==> src/rtl/key_debounce_pkg.sv <==
// -----------------------------------------------------------------------------
// key_debounce_pkg
//
// Purpose:
//   Holds the shared constants and helpers for the push-button debouncer.
//   It contains the default qualification time and the counter width helper.
//   Other button/switch conditioning blocks on the board can reuse it.
//
// Contents:
//   KD_DEFAULT_STABLE_CYCLES - default qualification time (20 ms @ 100 MHz)
//   kd_cnt_width()           - width needed to hold 0..n inclusive
// -----------------------------------------------------------------------------
package key_debounce_pkg;

    // 20 ms at a 100 MHz system clock.
    localparam int unsigned KD_DEFAULT_STABLE_CYCLES = 2_000_000;

    // Bits needed to represent every value from 0 up to and including n.
    function automatic int unsigned kd_cnt_width(input int unsigned n);
        return $clog2(n + 1);
    endfunction

endpackage : key_debounce_pkg

==> src/rtl/sync_2ff.sv <==
// -----------------------------------------------------------------------------
// sync_2ff
//
// Purpose:
//   A 1-bit two-flop synchronizer for slow asynchronous levels such as buttons
//   and switches. The output q follows d two rising edges later. The first
//   flop is allowed to go metastable, and the second flop gives it a full
//   cycle to resolve.
//
// Ports:
//   clk - system clock, all state updates on its rising edge
//   rst - synchronous, active-high reset; both flops clear to 0
//   d   - asynchronous input level
//   q   - synchronized level (2-edge latency)
// -----------------------------------------------------------------------------
module sync_2ff
    import key_debounce_pkg::*;
(
    input  logic clk,
    input  logic rst,
    input  logic d,
    output logic q
);

    logic r_meta;
    logic r_sync;

    // NOTE: sequential state uses non-blocking (<=) so that both flops sample
    // their pre-edge values; blocking here would collapse the chain to one flop.
    always_ff @(posedge clk) begin
        if (rst) begin
            r_meta <= 1'b0;
            r_sync <= 1'b0;
        end else begin
            r_meta <= d;
            r_sync <= r_meta;
        end
    end

    assign q = r_sync;

endmodule : sync_2ff

==> src/rtl/key_debounce.sv <==
// -----------------------------------------------------------------------------
// key_debounce
//
// Purpose:
//   Conditions one raw mechanical push-button into a clean debounced level,
//   plus single-cycle press/release strobes. The press strobe feeds the
//   downstream toggle stage, so one physical press produces exactly one
//   toggle.
//
//   The input first passes through a two-flop synchronizer. A four-state FSM
//   then requires the synchronized input to differ from the current clean
//   level for STABLE_CYCLES consecutive edges before the level flips. Any
//   shorter excursion returns the FSM to its settled state and discards the
//   count. The latency from key_in to key_level is STABLE_CYCLES + 2 edges.
//
// Parameters:
//   STABLE_CYCLES - qualification time in clock cycles (legal range >= 2)
//
// Ports:
//   clk         - system clock, all state updates on its rising edge
//   rst         - synchronous, active-high reset
//   key_in      - raw asynchronous button level, 1 = pressed
//   key_level   - debounced level, 1 = pressed
//   key_press   - one-cycle strobe on a debounced 0->1 change
//   key_release - one-cycle strobe on a debounced 1->0 change
// -----------------------------------------------------------------------------
module key_debounce
    import key_debounce_pkg::*;
#(
    parameter int unsigned STABLE_CYCLES = KD_DEFAULT_STABLE_CYCLES
) (
    input  logic clk,
    input  logic rst,
    input  logic key_in,
    output logic key_level,
    output logic key_press,
    output logic key_release
);

    // Derived width. This is deliberately not a parameter, so it cannot be
    // overridden out of step with STABLE_CYCLES.
    localparam int unsigned CNT_W = kd_cnt_width(STABLE_CYCLES);

    // The count value that completes qualification. The edge that sees the
    // new level with the counter at this value is the STABLE_CYCLES-th such
    // edge.
    localparam logic [CNT_W-1:0] CNT_LAST = CNT_W'(STABLE_CYCLES - 1);

    typedef enum logic [1:0] {
        S_LOW       = 2'd0,   // settled released, key_level = 0
        S_WAIT_HIGH = 2'd1,   // qualifying a press, key_level = 0
        S_HIGH      = 2'd2,   // settled pressed, key_level = 1
        S_WAIT_LOW  = 2'd3    // qualifying a release, key_level = 1
    } state_t;

    logic             w_sync;

    state_t           r_state;
    logic [CNT_W-1:0] r_cnt;
    logic             r_level;
    logic             r_press;
    logic             r_release;

    state_t           w_state_next;
    logic [CNT_W-1:0] w_cnt_next;
    logic             w_level_next;
    logic             w_press_next;
    logic             w_release_next;

    // ------------------------------------------------------------------
    // Synchronizer: only its output is used below.
    // ------------------------------------------------------------------
    sync_2ff u_sync (
        .clk (clk),
        .rst (rst),
        .d   (key_in),
        .q   (w_sync)
    );

    // ------------------------------------------------------------------
    // Next-state / next-output logic
    // ------------------------------------------------------------------
    // NOTE: every signal is given a default before the case statement, so no
    // path leaves a variable unassigned and no latch is inferred.
    always_comb begin
        w_state_next   = r_state;
        w_cnt_next     = '0;        // the counter rests at 0 in settled states
        w_level_next   = r_level;
        w_press_next   = 1'b0;      // the strobes are high only on the completing edge
        w_release_next = 1'b0;

        case (r_state)
            S_LOW: begin
                // This edge is the first one showing the new level, so the
                // count starts at 1.
                if (w_sync) begin
                    w_state_next = S_WAIT_HIGH;
                    w_cnt_next   = CNT_W'(1);
                end
            end

            S_WAIT_HIGH: begin
                if (!w_sync) begin
                    w_state_next = S_LOW;            // bounce rejected
                end else if (r_cnt == CNT_LAST) begin
                    w_state_next = S_HIGH;
                    w_level_next = 1'b1;
                    w_press_next = 1'b1;
                end else begin
                    w_cnt_next   = r_cnt + CNT_W'(1);
                end
            end

            S_HIGH: begin
                if (!w_sync) begin
                    w_state_next = S_WAIT_LOW;
                    w_cnt_next   = CNT_W'(1);
                end
            end

            S_WAIT_LOW: begin
                if (w_sync) begin
                    w_state_next = S_HIGH;           // bounce rejected
                end else if (r_cnt == CNT_LAST) begin
                    w_state_next   = S_LOW;
                    w_level_next   = 1'b0;
                    w_release_next = 1'b1;
                end else begin
                    w_cnt_next     = r_cnt + CNT_W'(1);
                end
            end

            default: begin
                // Recovery from a corrupted state register.
                w_state_next = S_LOW;
                w_level_next = 1'b0;
            end
        endcase
    end

    // ------------------------------------------------------------------
    // State and output registers
    // ------------------------------------------------------------------
    always_ff @(posedge clk) begin
        if (rst) begin
            r_state   <= S_LOW;
            r_cnt     <= '0;
            r_level   <= 1'b0;
            r_press   <= 1'b0;
            r_release <= 1'b0;
        end else begin
            r_state   <= w_state_next;
            r_cnt     <= w_cnt_next;
            r_level   <= w_level_next;
            r_press   <= w_press_next;
            r_release <= w_release_next;
        end
    end

    assign key_level   = r_level;
    assign key_press   = r_press;
    assign key_release = r_release;

endmodule : key_debounce
==> config.mk <==
export PLATFORM = sky130hd
export DESIGN_NAME = key_debounce
export DESIGN_NICKNAME = d
export VERILOG_FILES = /design/src/rtl/key_debounce_pkg.sv /design/src/rtl/sync_2ff.sv /design/src/rtl/key_debounce.sv
export SDC_FILE = /design/constraint.sdc
export NUM_CORES = 1
export LEC_CHECK = 0
export CORE_ASPECT_RATIO = 1.2
export CORE_UTILIZATION = 50
export DETAILED_ROUTE_END_ITERATION = 6
export HOLD_SLACK_MARGIN = 0.02
export PLACE_DENSITY = 0.69
export SYNTH_ARGS = -nofsm -noshare
export SYNTH_HDL_FRONTEND = slang
export SYNTH_SLANG_ARGS = --single-unit
==> constraint.sdc <==
create_clock -name clk -period 5.1 [get_ports clk]
set_input_delay 0.51 -clock clk [delete_from_list [all_inputs] [get_ports clk]]
set_output_delay 0.51 -clock clk [all_outputs]
set_load 0.02 [all_outputs]
==> results.cfg <==
[outcome]
status = finished clean

[cts]
htree_num_levels = 1
cts_tree = done
clkTransAtPathRegs_ns = 0.16
post_cts_resized = 0
post_cts_buffers = 0
cts_buffer_depth = 2
cts_made_buffers = 3
cts-root-buf = clkbuf_4
cts_hold_buffers = 0
cts.sink_count = 28
clkLatencyLatePin_ns = 0.33

[sta]
finalMaxSlewViolations = 0
hold_violations = 0
setup_ws_ns = 3.05
tightest_slew_ns = 0.664
fin_crit_ns = 2.05
fmax_ghz = 0.487
hold_slack_ns = 0.460
tns_ns = 0
fin_crit_sh = 0.403
rsz0062_at_grt = false
skew_ns = 0.0140
setup_violations = 0
max_slew_margin = 0.557

[routing]
via_per_inst = 5.62
num_vias = 995
wl_met2_um = 1090
wl_met1_um = 1040
ant_nets = 0
drtPass1Iterations = 4
avgRoutedWirePerCell_um = 12.5
drcViolationCount = 0
routed.top_layer = met4
wl_um = 2210
drtIter0Drc = 17
met3WireLength_um = 50

[critical_path]
critical_path_class = flop to flop
critPathMaxStageDelay_ns = 0.58
critPathTopFamily = simple AND/OR/NAND/NOR gates
critPathCaptureType = flop
crit_required_ns = 5.30
startpoint_type = flop
crit_buf_inv = 0
crit_fanout = 20
crit_arrival_ns = 2.25
path_cells = ha_1 > and3_2 > and4_1 > a211o_1 > nor2_1
critPathSlowestCell = a211o_1

[die]
coreArea_sq_um = 2330
die_h_um = 57.0
num_rows = 19
die_w_um = 47.8
die_area_sq_um = 2720
start_util = 0.540
io-pin-count = 6

[synthesis]
syn_inst = 143
yosysSeqAreaShare = 0.445
postSynth.asyncResetShare = 0
syn_avg_cell_area_sq_um = 8.80
synth_edf_count = 0
ys.warnings.count = 0
yosysTopAreaCellShare = 0.445
ys_types = 37
synthTopCellsByArea = dfxtp_1 45%, nor2_1 4.2%, nand3_1 3.6%, o21ai_0 3.6%, or3_1 3.5%
ys.flop_type = dfxtp_1
syn-num-nets = 147
yosys_register_bits = 28
synth_top_area_cell = dfxtp_1
netlist_area_sq_um = 1260

[final_layout]
final_area_sq_um = 1370
post-route-util = 0.586
layout_commonest_cell = dfxtp_1
antenna_cells = 0
drive_above_1_share = 0.0822
regArea_sq_um = 561
num-nets-final = 151
fillers = 247
layout_common_cells = 28 x dfxtp_1, 14 x nor2_1, 9 x o21ai_0, 9 x nand3_1, 8 x a21oi_1
area_delta_synth_final_pct = 8.45
multi_input_area_sq_um = 641

[global_routing]
grt_pass1_vias = 922
grt_remaining_overflow = 0
grt_usage = 0.196
antenna_found_initial = 0
grt_max_degree = 21
grt_pass1_wl_um = 3930

[power_and_ir_drop]
p_per_area_nw_per_um2 = 274
p_leak_nw = 0.390
ir_drop_v = 0.000178

[placement]
place.detailed.hpwl_um = 1630
place.gp.congestion = 0.710
place_ws_ns = 2.99
io_buffers = 5
postPlaceCellArea_sq_um = 1310

[min_path]
hp-class = flop to flop

[run]
cap_violations = 0
-- report_power, final --
group          switching [mW]  leakage, nW  internal, mW
registers             0.00149        0.226         0.221
logic                 0.00347        0.136       0.00400
clock network          0.0649       0.0279        0.0795
total                  0.0699        0.390         0.304
-- metal layers --
layer  GRT usage  vias to the layer above
li1            -                      520
met1       0.263                      460
met2       0.319                       11
met3      0.0285                        4
met4      0.0595                        0
met5           0                        -
-- final timing paths --
check,end,slack (ns),startpoint,cells past startpoint
min,u_sync.q$_SDFF_PP0_,0.46,u_sync.r_meta$_SDFF_PP0_,1
min reg2reg,u_sync.q$_SDFF_PP0_,0.46,u_sync.r_meta$_SDFF_PP0_,1
max,r_cnt[5]$_SDFF_PP0_,3.05,r_cnt[0]$_SDFF_PP0_,5
max reg2reg,r_cnt[5]$_SDFF_PP0_,3.05,r_cnt[0]$_SDFF_PP0_,5
-- worst reg2reg max path: cells and delay by family (launching register included) --
family,cells,cell delay (ns)
AND/OR/NAND/NOR,3,0.69
adder cells (fa/ha/maj),1,0.23
flip-flops,1,0.43
AO/OA/AOI/OAI,1,0.58
-- cells in the mapped netlist (2+ instances only) --
master / number
a21oi_1: 8
a21oi_2: 2
and3_1: 2
and4_1: 3
buf_2: 4
dfxtp_1: 28
inv_1: 6
nand2_1: 6
nand2b_1: 2
nand3_1: 9
nand4_1: 6
nor2_1: 14
nor2b_1: 2
nor3_1: 4
o21ai_0: 9
o31ai_1: 2
or3_1: 7
or4_4: 2
xnor2_1: 5
xor2_1: 5
-- per-stage QoR --
step	power (mW)	instances
2_1_floorplan	0.230	143
3_3_place_gp	0.234	173
3_5_place_dp	0.235	173
4_1_cts	0.377	177
5_1_grt	0.387	177
6_report	0.374	177
-- cells by family after synthesis --
family | after synthesis | share of synthesized area
simple gates | 67 | 0.312
fa+ha+maj | 1 | 0.00994
compound gates | 25 | 0.117
flops | 28 | 0.445
buf+inv | 12 | 0.0457
xor+xnor | 10 | 0.0696
-- sequential cells by signal, indices dropped and copies added (netlist names), named ones only --
signal	flops
key_level	1
r_cnt	21
u_sync.q	1
key_press	1
key_release	1
u_sync.r_meta	1
r_state	1
-- layout make-up --
type / instances / area share
sequential: 28 / 0.411
multi-input combinational: 103 / 0.469
inverter: 6 / 0.0165
clock buffer: 3 / 0.0165
timing repair buffer: 5 / 0.0367
tap: 31 / 0.0284
clock inverter: 1 / 0.0220
No activity file was read; power rests on OpenSTA's default activity.
